### src/rtl/seg_pkg.sv
// Shared definitions for 7-segment display blocks: segment patterns, bit order
// and scan FSM state encoding.
package seg_pkg;

  // Patterns are {a,b,c,d,e,f,g}; the segment bus appends dp below g.
  localparam int SEG_A_BIT  = 7;
  localparam int SEG_G_BIT  = 1;
  localparam int SEG_DP_BIT = 0;

  localparam logic [6:0] SEG_0     = 7'b1111110;
  localparam logic [6:0] SEG_1     = 7'b0110000;
  localparam logic [6:0] SEG_2     = 7'b1101101;
  localparam logic [6:0] SEG_3     = 7'b1111001;
  localparam logic [6:0] SEG_4     = 7'b0110011;
  localparam logic [6:0] SEG_5     = 7'b1011011;
  localparam logic [6:0] SEG_6     = 7'b1011111;
  localparam logic [6:0] SEG_7     = 7'b1110000;
  localparam logic [6:0] SEG_8     = 7'b1111111;
  localparam logic [6:0] SEG_9     = 7'b1111011;
  localparam logic [6:0] SEG_BLANK = 7'b0000000;

  typedef enum logic [1:0] {
    IDLE  = 2'd0,
    SHOW  = 2'd1,
    BLANK = 2'd2
  } scan_state_t;

endpackage

### src/rtl/seg_scan_ctrl_if.sv
// Digit write port of the scan controller.
// Handshake: wr_en is a one-cycle strobe qualifying wr_addr/wr_data/wr_dp;
// every strobe is accepted on the same rising edge, there is no ready.
interface seg_scan_ctrl_if;
  logic       wr_en;
  logic [2:0] wr_addr;
  logic [3:0] wr_data;
  logic       wr_dp;

  modport master (output wr_en, output wr_addr, output wr_data, output wr_dp);
  modport slave  (input  wr_en, input  wr_addr, input  wr_data, input  wr_dp);
endinterface

### src/rtl/seg_decoder.sv
// BCD to 7-segment pattern {a..g}; codes 10-15 give a blank digit.
module seg_decoder
  import seg_pkg::*;
(
  input  logic [3:0] bcd,
  output logic [6:0] pattern
);

  always_comb begin
    case (bcd)
      4'd0:    pattern = SEG_0;
      4'd1:    pattern = SEG_1;
      4'd2:    pattern = SEG_2;
      4'd3:    pattern = SEG_3;
      4'd4:    pattern = SEG_4;
      4'd5:    pattern = SEG_5;
      4'd6:    pattern = SEG_6;
      4'd7:    pattern = SEG_7;
      4'd8:    pattern = SEG_8;
      4'd9:    pattern = SEG_9;
      default: pattern = SEG_BLANK;
    endcase
  end

endmodule

### src/rtl/seg_scan_ctrl.sv
// Time-multiplexed scan controller for a common-cathode 7-segment display:
// digit register file, IDLE/SHOW/BLANK scan FSM and registered seg/com drive.
module seg_scan_ctrl
  import seg_pkg::*;
#(
  parameter int NUM_DIGITS = 8,
  parameter int SCAN_DIV   = 10000,
  parameter int BLANK_CYC  = 16
) (
  input  logic                  clk,
  input  logic                  rst,
  input  logic                  enable,
  input  logic                  lz_suppress,
  seg_scan_ctrl_if.slave        wr,
  output logic [7:0]            seg,
  output logic [NUM_DIGITS-1:0] com,
  output logic [2:0]            scan_idx,
  output scan_state_t           dbg_state
);

  localparam int CNT_MAX = (SCAN_DIV > BLANK_CYC) ? SCAN_DIV : BLANK_CYC;
  localparam int CNT_W   = (CNT_MAX > 2) ? $clog2(CNT_MAX) : 1;
  localparam logic [CNT_W-1:0] SHOW_LAST  = CNT_W'(SCAN_DIV - 1);
  localparam logic [CNT_W-1:0] BLANK_LAST = CNT_W'(BLANK_CYC - 1);
  localparam logic [2:0]       LAST_IDX   = 3'(NUM_DIGITS - 1);
  localparam logic [3:0]       NUM_DIG4   = 4'(NUM_DIGITS);

  scan_state_t      state_q, state_d;
  logic [CNT_W-1:0] cnt_q, cnt_d;
  logic [2:0]       idx_q, idx_d;
  logic             en_q;

  // Full 8-entry file; entries at or above NUM_DIGITS are never written and stay 0.
  logic [3:0]       digit_q [8];
  logic [7:0]       dp_q;

  logic [6:0]            pattern;
  logic [3:0]            cur_digit;
  logic                  upper_zero;
  logic                  lz_blank;
  logic [7:0]            seg_d;
  logic [NUM_DIGITS-1:0] com_d;

  // State register; en_q delays scan start by one edge after enable rises.
  always_ff @(posedge clk) begin
    if (!rst) begin
      state_q <= IDLE;
      cnt_q   <= '0;
      idx_q   <= '0;
      en_q    <= 1'b0;
    end else begin
      state_q <= state_d;
      cnt_q   <= cnt_d;
      idx_q   <= idx_d;
      en_q    <= enable;
    end
  end

  always_comb begin
    state_d = state_q;
    cnt_d   = cnt_q;
    idx_d   = idx_q;
    if (!enable) begin
      state_d = IDLE;
      cnt_d   = '0;
      idx_d   = '0;
    end else begin
      case (state_q)
        IDLE: begin
          cnt_d = '0;
          idx_d = '0;
          if (en_q) state_d = SHOW;
        end
        SHOW: begin
          if (cnt_q == SHOW_LAST) begin
            cnt_d   = '0;
            state_d = BLANK;
          end else begin
            cnt_d = cnt_q + CNT_W'(1);
          end
        end
        BLANK: begin
          if (cnt_q == BLANK_LAST) begin
            cnt_d   = '0;
            state_d = SHOW;
            idx_d   = (idx_q == LAST_IDX) ? 3'd0 : idx_q + 3'd1;
          end else begin
            cnt_d = cnt_q + CNT_W'(1);
          end
        end
        default: begin
          state_d = IDLE;
          cnt_d   = '0;
          idx_d   = '0;
        end
      endcase
    end
  end

  always_ff @(posedge clk) begin
    if (!rst) begin
      for (int i = 0; i < 8; i++) digit_q[i] <= 4'd0;
      dp_q <= '0;
    end else if (wr.wr_en && ({1'b0, wr.wr_addr} < NUM_DIG4)) begin
      digit_q[wr.wr_addr] <= wr.wr_data;
      dp_q[wr.wr_addr]    <= wr.wr_dp;
    end
  end

  assign cur_digit = digit_q[idx_q];

  seg_decoder u_decoder (
    .bcd     (cur_digit),
    .pattern (pattern)
  );

  // A zero is leading only if every more significant digit is also zero.
  always_comb begin
    upper_zero = 1'b1;
    for (int i = 0; i < 8; i++) begin
      if ((3'(i) > idx_q) && (digit_q[i] != 4'd0)) upper_zero = 1'b0;
    end
  end

  assign lz_blank = lz_suppress && (idx_q != 3'd0) && (cur_digit == 4'd0) && upper_zero;

  always_comb begin
    seg_d = 8'h00;
    com_d = '1;
    if (state_q == SHOW) begin
      com_d = ~(NUM_DIGITS'(1) << idx_q);
      seg_d = {(lz_blank ? SEG_BLANK : pattern), dp_q[idx_q]};
    end
  end

  always_ff @(posedge clk) begin
    if (!rst) begin
      seg <= 8'h00;
      com <= '1;
    end else begin
      seg <= seg_d;
      com <= com_d;
    end
  end

  assign scan_idx  = idx_q;
  assign dbg_state = state_q;

endmodule

### src/flat_wrapper.sv
// flat-port wrapper written by rule: the top's interface ports become plain ports
module seg_scan_ctrl_flat import seg_pkg::*;
#(
  parameter int NUM_DIGITS = 8,
  parameter int SCAN_DIV   = 10000,
  parameter int BLANK_CYC  = 16
)
  (clk, rst, enable, lz_suppress, seg, com, scan_idx, dbg_state, wr_wr_en, wr_wr_addr, wr_wr_data, wr_wr_dp);
  seg_scan_ctrl_if wr_i ();
  input  logic clk;
  input  logic rst;
  input  logic enable;
  input  logic lz_suppress;
  output logic [7:0] seg;
  output logic [NUM_DIGITS-1:0] com;
  output logic [2:0] scan_idx;
  output scan_state_t dbg_state;
  input wire logic [$bits(wr_i.wr_en)-1:0] wr_wr_en;
  input wire logic [$bits(wr_i.wr_addr)-1:0] wr_wr_addr;
  input wire logic [$bits(wr_i.wr_data)-1:0] wr_wr_data;
  input wire logic [$bits(wr_i.wr_dp)-1:0] wr_wr_dp;
  assign wr_i.wr_en = wr_wr_en;
  assign wr_i.wr_addr = wr_wr_addr;
  assign wr_i.wr_data = wr_wr_data;
  assign wr_i.wr_dp = wr_wr_dp;
  seg_scan_ctrl #(.NUM_DIGITS(NUM_DIGITS), .SCAN_DIV(SCAN_DIV), .BLANK_CYC(BLANK_CYC)) u_core (.clk(clk), .rst(rst), .enable(enable), .lz_suppress(lz_suppress), .wr(wr_i), .seg(seg), .com(com), .scan_idx(scan_idx), .dbg_state(dbg_state));
endmodule
### config.mk
export PLATFORM = sky130hd
export DESIGN_NAME = seg_scan_ctrl_flat
export DESIGN_NICKNAME = d
export VERILOG_FILES = /design/src/rtl/seg_pkg.sv /design/src/rtl/seg_scan_ctrl_if.sv /design/src/rtl/seg_decoder.sv /design/src/rtl/seg_scan_ctrl.sv /design/src/flat_wrapper.sv
export SDC_FILE = /design/constraint.sdc
export NUM_CORES = 1
export LEC_CHECK = 0
export ABC_CLOCK_PERIOD_IN_PS = 3300
export CAP_MARGIN = 20
export CORE_UTILIZATION = 35
export CTS_BUF_LIST = sky130_fd_sc_hd__clkbuf_2
export DETAILED_ROUTE_END_ITERATION = 10
export PLACE_DENSITY = 0.61
export SYNTH_ARGS = -nofsm -noshare
export SYNTH_HDL_FRONTEND = slang
export SYNTH_SLANG_ARGS = --single-unit
### constraint.sdc
create_clock -name clk -period 3.3 [get_ports clk]
set_input_delay 0.66 -clock clk [delete_from_list [all_inputs] [get_ports clk]]
set_output_delay 0.66 -clock clk [all_outputs]
set_load 0.05 [all_outputs]
After elaboration in Yosys (flattened, before gate mapping)

Memories as Yosys holds them, arrays and structs flattened. A register that Yosys moved wholly into a read port is not among the register bits.
Cells that the tools add are included.

Register bits after elaboration: 37
Memory bits (read-only): 112
Word-level logic and storage cells: 95
Bits of input ports: 13
Memories kept: 2
Bits in writable memories: 32

Reductions and logical operators: 29
Equality and inequality tests: 8
Bitwise gates (word level): 3
Muxes and demuxes: 32
Add/subtract/negate cells: 2
Shift-type cells: 1
Magnitude comparators: 11

Memory list:

| name             | depth | width | read ports | clocked after memory_dff | wr ports | line                | text |
|---|---|---|---|---|---|---|---|
| (name not given) | 16    | 7     | 1          | 1                        | 0        | seg_decoder.sv:10   | `case (bcd)` |
| u_core.digit_q   | 8     | 4     | 9          | 1                        | 8        | seg_scan_ctrl.sv:34 | `logic [3:0] digit_q [8];` |

Operators by type and width:

| operator                                                      | number |
|---|---|
| nonzero test 4 bit                                            | 8 |
| 2-to-1 mux 14 bit                                             | 2 |
| one-hot mux 14 bit (2 select lines)                           | 1 |
| 2-to-1 mux 1 bit                                              | 15 |
| 2-to-1 mux 3 bit                                              | 5 |
| adder 14 x 1 -> 14 bit (second input constant)                | 1 |
| == test 14 bit (second input constant)                        | 1 |
| == test 14 x 4 -> 1 bit (second input constant)               | 1 |
| greater-than comparator 3 bit (first input constant)          | 4 |
| logical AND 1 bit                                             | 12 |
| bitwise mux 8 bit                                             | 1 |
| less-than comparator 3 x 4 -> 1 bit (second input constant)   | 2 |
| inverter 8 bit                                                | 1 |
| left shift 1 x 3 -> 8 bit (first input constant)              | 1 |
| greater-than comparator 1 x 3 -> 1 bit (first input constant) | 2 |
| greater-than comparator 2 x 3 -> 1 bit (first input constant) | 2 |
| 2-to-1 mux 2 bit                                              | 3 |
| != test 2 x 1 -> 1 bit (second input constant)                | 3 |
| one-hot mux 2 bit (3 select lines)                            | 1 |
| one-hot mux 3 bit (2 select lines)                            | 1 |
| AND reduction 2 bit                                           | 3 |
| logical NOT 4 bit                                             | 1 |
| 2-to-1 mux 4 bit                                              | 1 |
| OR reduction 4 bit                                            | 1 |
| 12 further kinds                                              | 13 |

Logic depth before layout (Yosys ltp)

Gate-level depths: netlist of run 1.

Depth after elaboration: 12
Depth in mapped cells: 9

By module

From an unflattened synthesis of run 1, not the netlist that was laid out.

Cells, all modules: 360
Area total of the unflattened synthesis: 3827.4 µm²

By module, submodules not included:

| module        | times used | cells each | area an instance (µm²) |
|---|---|---|---|
| seg_scan_ctrl | 1          | 330        | 3613.5 |
| seg_decoder   | 1          | 30         | 214.0 |

Worst setup path before layout of run 1

OpenSTA, ideal clock, no wires.

Path kind: register to register
Start: reg u_core.idx_q[0], in the netlist u_core.scan_idx[0]
End: reg u_core.seg[4]
Slack: 0.921 ns
Period minus slack after synthesis: 2.379 ns
Stages on the path, launching flop included: 10
Data arrival time: 2.284 ns
Cell sequence: dfxtp_1 > clkbuf_1 > inv_1 > ha_1 > a21oi_1 > o41ai_1 > a21o_1 > and4_1 > buf_2 > a221oi_1

Longest elaborated chain between the ends: 12
Elaborated cells on any way between the ends: 29

Ends and longest elaborated chain:

| what                                   | line                 | text |
|---|---|---|
| from (decl)                            | seg_scan_ctrl.sv:30  | `logic [2:0] idx_q, idx_d;` |
| from (signal assigned)                 | seg_scan_ctrl.sv:54  | `idx_q <= idx_d;` |
| greater-than comparator 1 x 3 -> 1 bit | seg_scan_ctrl.sv:121 | `if ((3'(i) > idx_q) && (digit_q[i] != 4'd0)) upper_zero = 1'b0;` |
| logical AND 1 bit                      | seg_scan_ctrl.sv:121 |  |
| 2-to-1 mux 1 bit (8 in a row)          | seg_scan_ctrl.sv:121 |  |
| logical AND 1 bit (*)                  | seg_scan_ctrl.sv:125 | `assign lz_blank = lz_suppress && (idx_q != 3'd0) && (cur_digit == 4'd0) && upper_zero;` |
| OR reduction 3 bit (no line) (*)       | -                    |  |
| to (decl)                              | seg_scan_ctrl.sv:15  | `output logic [7:0] seg,` |

Every way passes the cells marked *; elsewhere a longest branch is shown, timed or not.
A chain may end at the register's enable or synchronous reset.

Final worst setup path of run 1

Start: reg u_core.idx_q[0], in the netlist u_core.scan_idx[0]
End: out scan_idx[0]

RTL lines:

| what      | line               | text |
|---|---|---|
| to (decl) | flat_wrapper.sv:16 | `output logic [2:0] scan_idx;` |

No word-level cell between the ends.

==> reports/qor.csv, run 1 <==
stage,metric,value,unit
floorplan,die_area,11150,µm²
clock_tree,path_clk_slew,0.21,ns
min_path,min_path_type,reg -> reg,
power,p_per_area,426.0,nW/µm²
detailed_routing,firstDrtPassIters,4,
clock_tree,cts_tree,built,
sta,setup_viol,0,
setup_path,crit_family,buffers and inverters,
run_status,status,finished clean,
grt,grt-ovfl-total,0,
detailed_routing,drt_iter0_drc,125,
clock_tree,ctsHtreeMaxLevel,3,
setup_path,start_kind,register,
synth,netlist_instances,345,
synth,synth-seq-cells,79,
clock_tree,cts_hold_buf,0,
synth,syn_area_per_cell,10.88,µm²
sta,max_freq,0.3543,GHz
grt,grt_pass1_wl,12690,µm
setup_path,cp.buffers_inverters,1,
sta,relSlewSlack,44.13,%
clock_tree,numCtsBuffers,9,
placed_design,place_congestion,0.8227,
floorplan,core,10370,µm²
sta,worstMarginPinSlew,0.8310,ns
synth,synth_cell_type_count,50,
detailed_routing,via_per_inst,4.971,
job,max_cap_violations,0,
placed_design,port_buffers,33,
grt,antenna_found_initial,1,
floorplan,ios,34,
setup_path,cp_slowest_stage_delay,0.91,ns
sta,fin_setup_tns,0,ns
setup_path,r2r-end,u_core.seg[4],
setup_path,crit_slowest_cell,clkdlybuf4s50_1,
setup_path,r2r_cells,7,
detailed_routing,route.vias.total,2605,
synth,ys_seq_area_share,50.65,%
setup_path,required,2.64,ns
setup_path,rrSetupSlack,0.65,ns
setup_path,arrival,2.16,ns
cells_and_area,final_nets,412,
setup_path,cp_max_fo,12,
min_path,hp-start,u_core.cnt_q[0],
cells_and_area,drive_gt1_share,9.044,%
sta,final.min_clock_period,2.822,ns
sta,fin_crit_sh,85.53,%
cells_and_area,fin_util,41.98,%
grt,grt_use_total,15.09,%
clock_tree,cts_root_buf,clkbuf_2,
synth,synth_fp_nets,375,
min_path,min_path_cells,1,
cells_and_area,area_growth,15.93,%
power,power_leakage,1.532,nW
detailed_routing,antenna_left,0,
power,ir_drop,236.5,µV
grt,grt_start_max_net_pins,15,
floorplan,rows,37,
floorplan,die_h,105.6,µm
detailed_routing,routed_wl,7748,µm
clock_tree,numClockSinks,79,
setup_path,crit_chain,clkdlybuf4s50_1,
synth,yosys_warnings,0,
setup_path,crit_type,reg -> out,
floorplan,die_w,105.6,µm
placed_design,place_hpwl,5750,µm
sta,hold_viol,0,
sta,rsz0062_at_grt,no,
setup_path,critPathCaptureType,output port,
clock_tree,cts_buffer_depth,2,
sta,skew,0.02242,ns
synth,synth_area,3755,µm²
sta,drv_slew,0,
clock_tree,clk_latency,0.54,ns
min_path,whs_endpoint,u_core.cnt_q[0],
grt,grt_pass1_vias,2439,
clock_tree,cts_setup_buffers,0,
clock_tree,cts_resized,0,
detailed_routing,post_drt_wl_per_cell,14.79,µm
floorplan,start_util,36.21,%
detailed_routing,drcViolationCount,0,
-- placed cells by master, fill, tap and decap left out, drive strengths merged, types with 2 or more instances in the layout --
cell           Yosys  final
mux2i             10     10
and4               2      2
nor2b              3      3
nand2             29     29
clkinv             0      2
a221oi             4      4
o41ai              2      2
o21ai             18     18
ha                17     17
bufinv             0      2
nor4               7      7
xor2               5      5
nand2b             4      4
a211oi             6      6
a21oi              9      9
clkdlybuf4s50      0     33
mux2               3      3
nand3b             2      2
a22oi              2      2
dfxtp             47     47
mux4               8      8
and3               7      7
nand3              9      9
and2              33     33
inv               20     21
or4                2      2
edfxtp            32     32
xnor2              7      7
o31ai              2      2
or2b               2      2
nor3               5      5
nand4              2      2
clkbuf             3     11
nor2              29     29
-- layer usage --
layer | GRT usage [%] | up-vias | routed length [µm]
li1 | - | 1302 | -
met1 | 21.58 | 1222 | 3872
met2 | 21.57 | 71 | 3302
met3 | 3.834 | 10 | 434
met4 | 6.250 | 0 | 140
met5 | 0 | - | 0
-- state kept, by name (all words and copies together), names as in the netlist, named ones only --
name	flops
u_core.en_q	1
u_core.dbg_state	2
u_core.com	8
u_core.dp_q	8
u_core.digit_q	32
u_core.scan_idx	3
u_core.cnt_q	14
u_core.seg	8
-- final cells by class --
class,count,area [µm²]
fillers,1005,6017
flip-flops and latches,79,1902
diodes,1,2.502
well taps,136,170.2
inverters,20,75.07
multi-input cells,238,1729
clock inverters,5,81.33
repair buffers,34,337.8
clock buffers,11,55.05
-- metrics by stage --
stage / setup slack (ns) / power (mW) / cell area, µm² / hold WS (ns) / instances
6_report: 0.4777 / 1.854 / 4353 / 0.4641 / 524
5_1_grt: 0.3420 / 1.935 / 4353 / 0.4859 / 524
4_1_cts: 0.4227 / 1.870 / 4350 / 0.4656 / 523
3_5_place_dp: 0.6626 / 1.263 / 4214 / 0.4406 / 507
3_3_place_gp: 0.7343 / 1.261 / 4214 / 0.4309 / 507
2_1_floorplan: 0.9210 / 1.196 / 3755 / 0.4179 / 345
-- worst max-delay path by stage --
stage                            start       endpoint  depth (start not counted)
finish              u_core.scan_idx[0]    scan_idx[0]                          1
global route        u_core.scan_idx[0]    scan_idx[0]                          1
CTS                 u_core.scan_idx[0]    scan_idx[0]                          1
detailed placement            register  u_core.seg[4]                          7
global placement              register  u_core.seg[7]                          7
floorplan           u_core.scan_idx[0]  u_core.seg[4]                          9
-- cell families (layout without fill, tap and decap cells) --
| logic type | after synthesis | after routing | share of synthesized area (%) |
|---|---|---|---|
| XOR/XNOR | 12 | 12 | 2.799 |
| AND/OR/NAND/NOR | 138 | 138 | 19.09 |
| adder cells (fa/ha/maj) | 17 | 17 | 5.665 |
| other | 0 | 1 | 0 |
| flip-flops | 79 | 79 | 50.65 |
| buffers and inverters | 28 | 70 | 3.299 |
| multiplexers | 21 | 21 | 9.030 |
| AO/OA/AOI/OAI | 50 | 50 | 9.464 |
-- cells in the mapped netlist (all sizes together) --
cell | number | area [µm²]
nor2b | 3 | 18.77
nor3 | 5 | 25.02
mux2i | 10 | 125.1
and2 | 33 | 206.5
o311ai | 1 | 8.760
nor4 | 7 | 43.79
xnor2 | 7 | 61.31
a21oi | 9 | 45.04
o41ai | 2 | 17.52
clkbuf | 3 | 11.26
a21o | 1 | 7.510
mux4 | 8 | 180.2
o31ai | 2 | 15.01
dfxtp | 47 | 940.9
nor3b | 1 | 7.510
nand2 | 29 | 111.4
o2111ai | 1 | 8.760
a221oi | 4 | 47.55
buf | 5 | 37.53
a31o | 1 | 8.760
nand3 | 9 | 45.04
or2 | 1 | 6.260
o21ai | 18 | 90.09
xor2 | 5 | 43.79
mux2 | 3 | 33.78
and3 | 7 | 43.79
or4 | 2 | 15.01
and4 | 2 | 17.52
nor2 | 29 | 108.9
a211oi | 6 | 57.56
nand2b | 4 | 25.02
nand4 | 2 | 12.51
o22ai | 1 | 6.260
a2bb2oi | 1 | 15.01
nand3b | 2 | 15.01
inv | 20 | 75.07
a22oi | 2 | 20.02
or2b | 2 | 15.01
a21boi | 1 | 7.510
edfxtp | 32 | 960.9
ha | 17 | 212.7
-- report_power, final --
group / leakage, nW / switching [mW] / internal [mW]
clock network: 0.0842 / 0.351 / 0.259
logic: 0.759 / 0.101 / 0.0672
registers: 0.689 / 0.0242 / 1.05
total: 1.53 / 0.476 / 1.38
-- worst register-to-register path: cells and delay by family, from the launching register on --
family	cells	cell delay, ns
AO/OA/AOI/OAI	3	0.66
adder cells (fa/ha/maj)	1	0.20
buffers and inverters	1	0.14
flip-flops	1	0.67
multiplexers	2	0.87
Note: power is estimated with default switching activity, not from simulation.
==> inputs of run 2 (changes only) <==
--- a/config.mk
+++ b/config.mk
@@ -11,6 +11,7 @@
 export CTS_BUF_LIST = sky130_fd_sc_hd__clkbuf_2
 export DETAILED_ROUTE_END_ITERATION = 10
 export PLACE_DENSITY = 0.61
+export SLEW_MARGIN = 5
 export SYNTH_ARGS = -nofsm -noshare
 export SYNTH_HDL_FRONTEND = slang
 export SYNTH_SLANG_ARGS = --single-unit
==> results of run 2 <==
Final layout, timing and power as in run 1 (identical DEF).
==> RTL change (settings of run 2) <==
Add an input register stage for `enable` and `lz_suppress`, without a reset; this delays them by one clock. The other inputs are not delayed to match.
--- a/src/rtl/seg_scan_ctrl.sv
+++ b/src/rtl/seg_scan_ctrl.sv
@@ -24,6 +24,14 @@
   localparam logic [CNT_W-1:0] BLANK_LAST = CNT_W'(BLANK_CYC - 1);
   localparam logic [2:0]       LAST_IDX   = 3'(NUM_DIGITS - 1);
   localparam logic [3:0]       NUM_DIG4   = 4'(NUM_DIGITS);
+
+  logic enable_q;
+  logic lz_suppress_q;
+
+  always_ff @(posedge clk) begin
+    enable_q      <= enable;
+    lz_suppress_q <= lz_suppress;
+  end
 
   scan_state_t      state_q, state_d;
   logic [CNT_W-1:0] cnt_q, cnt_d;
@@ -52,7 +60,7 @@
       state_q <= state_d;
       cnt_q   <= cnt_d;
       idx_q   <= idx_d;
-      en_q    <= enable;
+      en_q    <= enable_q;
     end
   end
 
@@ -60,7 +68,7 @@
     state_d = state_q;
     cnt_d   = cnt_q;
     idx_d   = idx_q;
-    if (!enable) begin
+    if (!enable_q) begin
       state_d = IDLE;
       cnt_d   = '0;
       idx_d   = '0;
@@ -122,7 +130,7 @@
     end
   end
 
-  assign lz_blank = lz_suppress && (idx_q != 3'd0) && (cur_digit == 4'd0) && upper_zero;
+  assign lz_blank = lz_suppress_q && (idx_q != 3'd0) && (cur_digit == 4'd0) && upper_zero;
 
   always_comb begin
     seg_d = 8'h00;
Check against the original RTL: not equivalent (Yosys sat finds a counterexample within 4 cycles, from zero or initial values and one cycle with rst low).
==> RTL change against run 2 <==
Hold slack gained 0.019 ns; combinational power about the same; total power down 6.2%; clock skew grew 0.020 ns; area after synthesis grew 0.90%; critical path type unchanged; worst setup slack improved by 0.080 ns; sequential cell count increased by 2; non-clock buffer count did not move; cell area about the same; largest power group unchanged; wire length is 0.15% higher.
==> RTL change: results (changes against run 2) <==
metric,value,unit,change
hold_class,reg2reg,,
rr_endpoint,u_core.seg[2],,
ys_top_cells_by_area,"dfxtp_1, edfxtp_1, ha_1, and2_1, mux4_2",,
critPathTopFamily,buffers and inverters,,
critical_path_peak_fanout,10,,-2
cts.htree.levels,3,,unchanged
antenna_found_initial,1,,unchanged
ys_warn_count,0,,unchanged
synth_edf_count,32,,unchanged
r2r_slack,0.72,ns,+0.07 ns
avgSynthCellArea,10.9,um^2,about the same
cts_buffers,9,,unchanged
cts_buffer_depth,2,,unchanged
yosysSeqAreaShare,51.3,%,+0.61 points
cellLeakagePower,1.51,nW,-1.6%
drive_gt1_share,9.97,%,+0.93 points
worstRegToRegCells,7,,unchanged
via_per_inst,4.90,,-1.5%
min_from,u_core.dp_q[0],,
min_to,u_core.dp_q[0],,
cts-root-buf,clkbuf_2,,
io_buffers,33,,unchanged
drt_iter0_markers,85,,-32%
synth.distinct_cells,54,,+8.0%
irDropWorstVdd,0.191,mV,-19%
async_reset_ff_share,0,%,unchanged
status,finished clean,,
cp_slowest_stage_delay,0.90,ns,
synth_ff_type,dfxtp_1,,
worst_pin_slew,0.827,ns,-0.00374 ns
synth_nets,378,,+0.80%
clk_pin_slew_worst_paths,0.24,ns,+0.03 ns
grt_pass1_vias,2524,,+3.5%
worst_skew_pair.late_latency,0.54,ns,about the same
synth_common_cells,"dfxtp_1, nor2_1, and2_1, edfxtp_1, nand2_1",,
cts_resized,0,,unchanged
largestRegisters,"u_core.digit_q: 32 flops, u_core.cnt_q: 14 flops",,
slowest_stage,clkdlybuf4s50_1,,
grt_usage,15.0,%,-0.064 points
grt_max_degree,16,,+1
firstDrtPassIters,6,,+2
fin_cells,528,,+0.76%
place_hpwl,5910,um,+2.8%
place_congestion,0.844,,+2.6%
fillerInstances,1029,,+2.4%
dpl_worst_slack,0.702,ns,+0.0392 ns
post-cts-setup-buffers,0,,unchanged
fin_skew,0.0423,ns,+0.0199 ns
grt_pass1_wl,12900,um,+1.4%
layout.nets,416,,+0.97%
wl_per_cell,14.7,um,-0.60%
dp_cells,511,,+0.79%
crit_arrival,2.08,ns,-0.08 ns
holdPathStages,2,,+1
==> RTL change: cell types whose count changed in the layout (fill, tap and decap cells not counted), moves of 4 or more <==
cell,before,now
and3_1,7,3
mux2i_1,8,4
nand4_1,2,6
nor2_1,29,34
o21ai_0,2,18
o21ai_1,16,1
==> RTL change: per-stage QoR <==
step	cell area, um^2	hold WS, ns	power (mW)
CTS	4350	0.488	1.75
detailed placement	4250	0.455	1.29
global placement	4250	0.442	1.29
global route	4350	0.465	1.82
floorplan	3790	0.430	1.22
finish	4350	0.483	1.74
==> RTL change: cells by family (layout without fill, tap and decap cells) <==
logic type / Yosys count / count (layout) / share of synthesized area [%]
AND/OR/NAND/NOR: 139 / 139 / 18.9
flip-flops: 81 / 81 / 51.3
XOR/XNOR: 13 / 13 / 3.01
AO/OA/AOI/OAI: 53 / 53 / 9.87
adder cells (fa/ha/maj): 17 / 17 / 5.61
multiplexers: 18 / 18 / 8.19
buffers and inverters: 27 / 70 / 3.20
other: 0 / 1 / 0
==> RTL change: worst max path at each step <==
stage	startpoint	to	slack, ns
after global routing	u_core.scan_idx[0]	scan_idx[0]	0.41
after detailed placement	flip-flop	u_core.seg[2]	0.70
after floorplan	u_core.scan_idx[0]	u_core.seg[2]	1.10
after CTS	u_core.scan_idx[0]	scan_idx[0]	0.52
after global placement	flip-flop	u_core.seg[2]	0.80
final	u_core.scan_idx[0]	scan_idx[0]	0.56
==> RTL change: final cells by class <==
cell class / count / area share [%]
Sequential cell: 81 / 44.6
Multi-Input combinational cell: 240 / 39.7
Timing Repair Buffer: 34 / 7.77
Tap cell: 136 / 3.91
Inverter: 20 / 1.73
Clock inverter: 7 / 1.21
Clock buffer: 9 / 1.04
Antenna cell: 1 / 0.0575
==> RTL change: tightest hold or removal path, stage by stage, from the launching register on <==
cell	delay, ns
dfxtp_1	0.37
inv_1	0.04
o21ai_0	0.06
==> RTL change: report_power, final <==
part / switching (mW) / total, mW / internal (mW)
combinational: 0.101 / 0.168 / 0.0670
clock: 0.367 / 0.471 / 0.104
sequential: 0.0233 / 1.10 / 1.08
total: 0.491 / 1.74 / 1.25
==> RTL change: metal layers <==
layer  part of all wire (%)  GRT usage (%)  up-vias
met3                    3.6           3.19        7
met4                    1.0           5.06        0
met2                     46           24.0       54
met1                     50           20.2     1204
li1                       -              -     1320
met5                      0              0        -
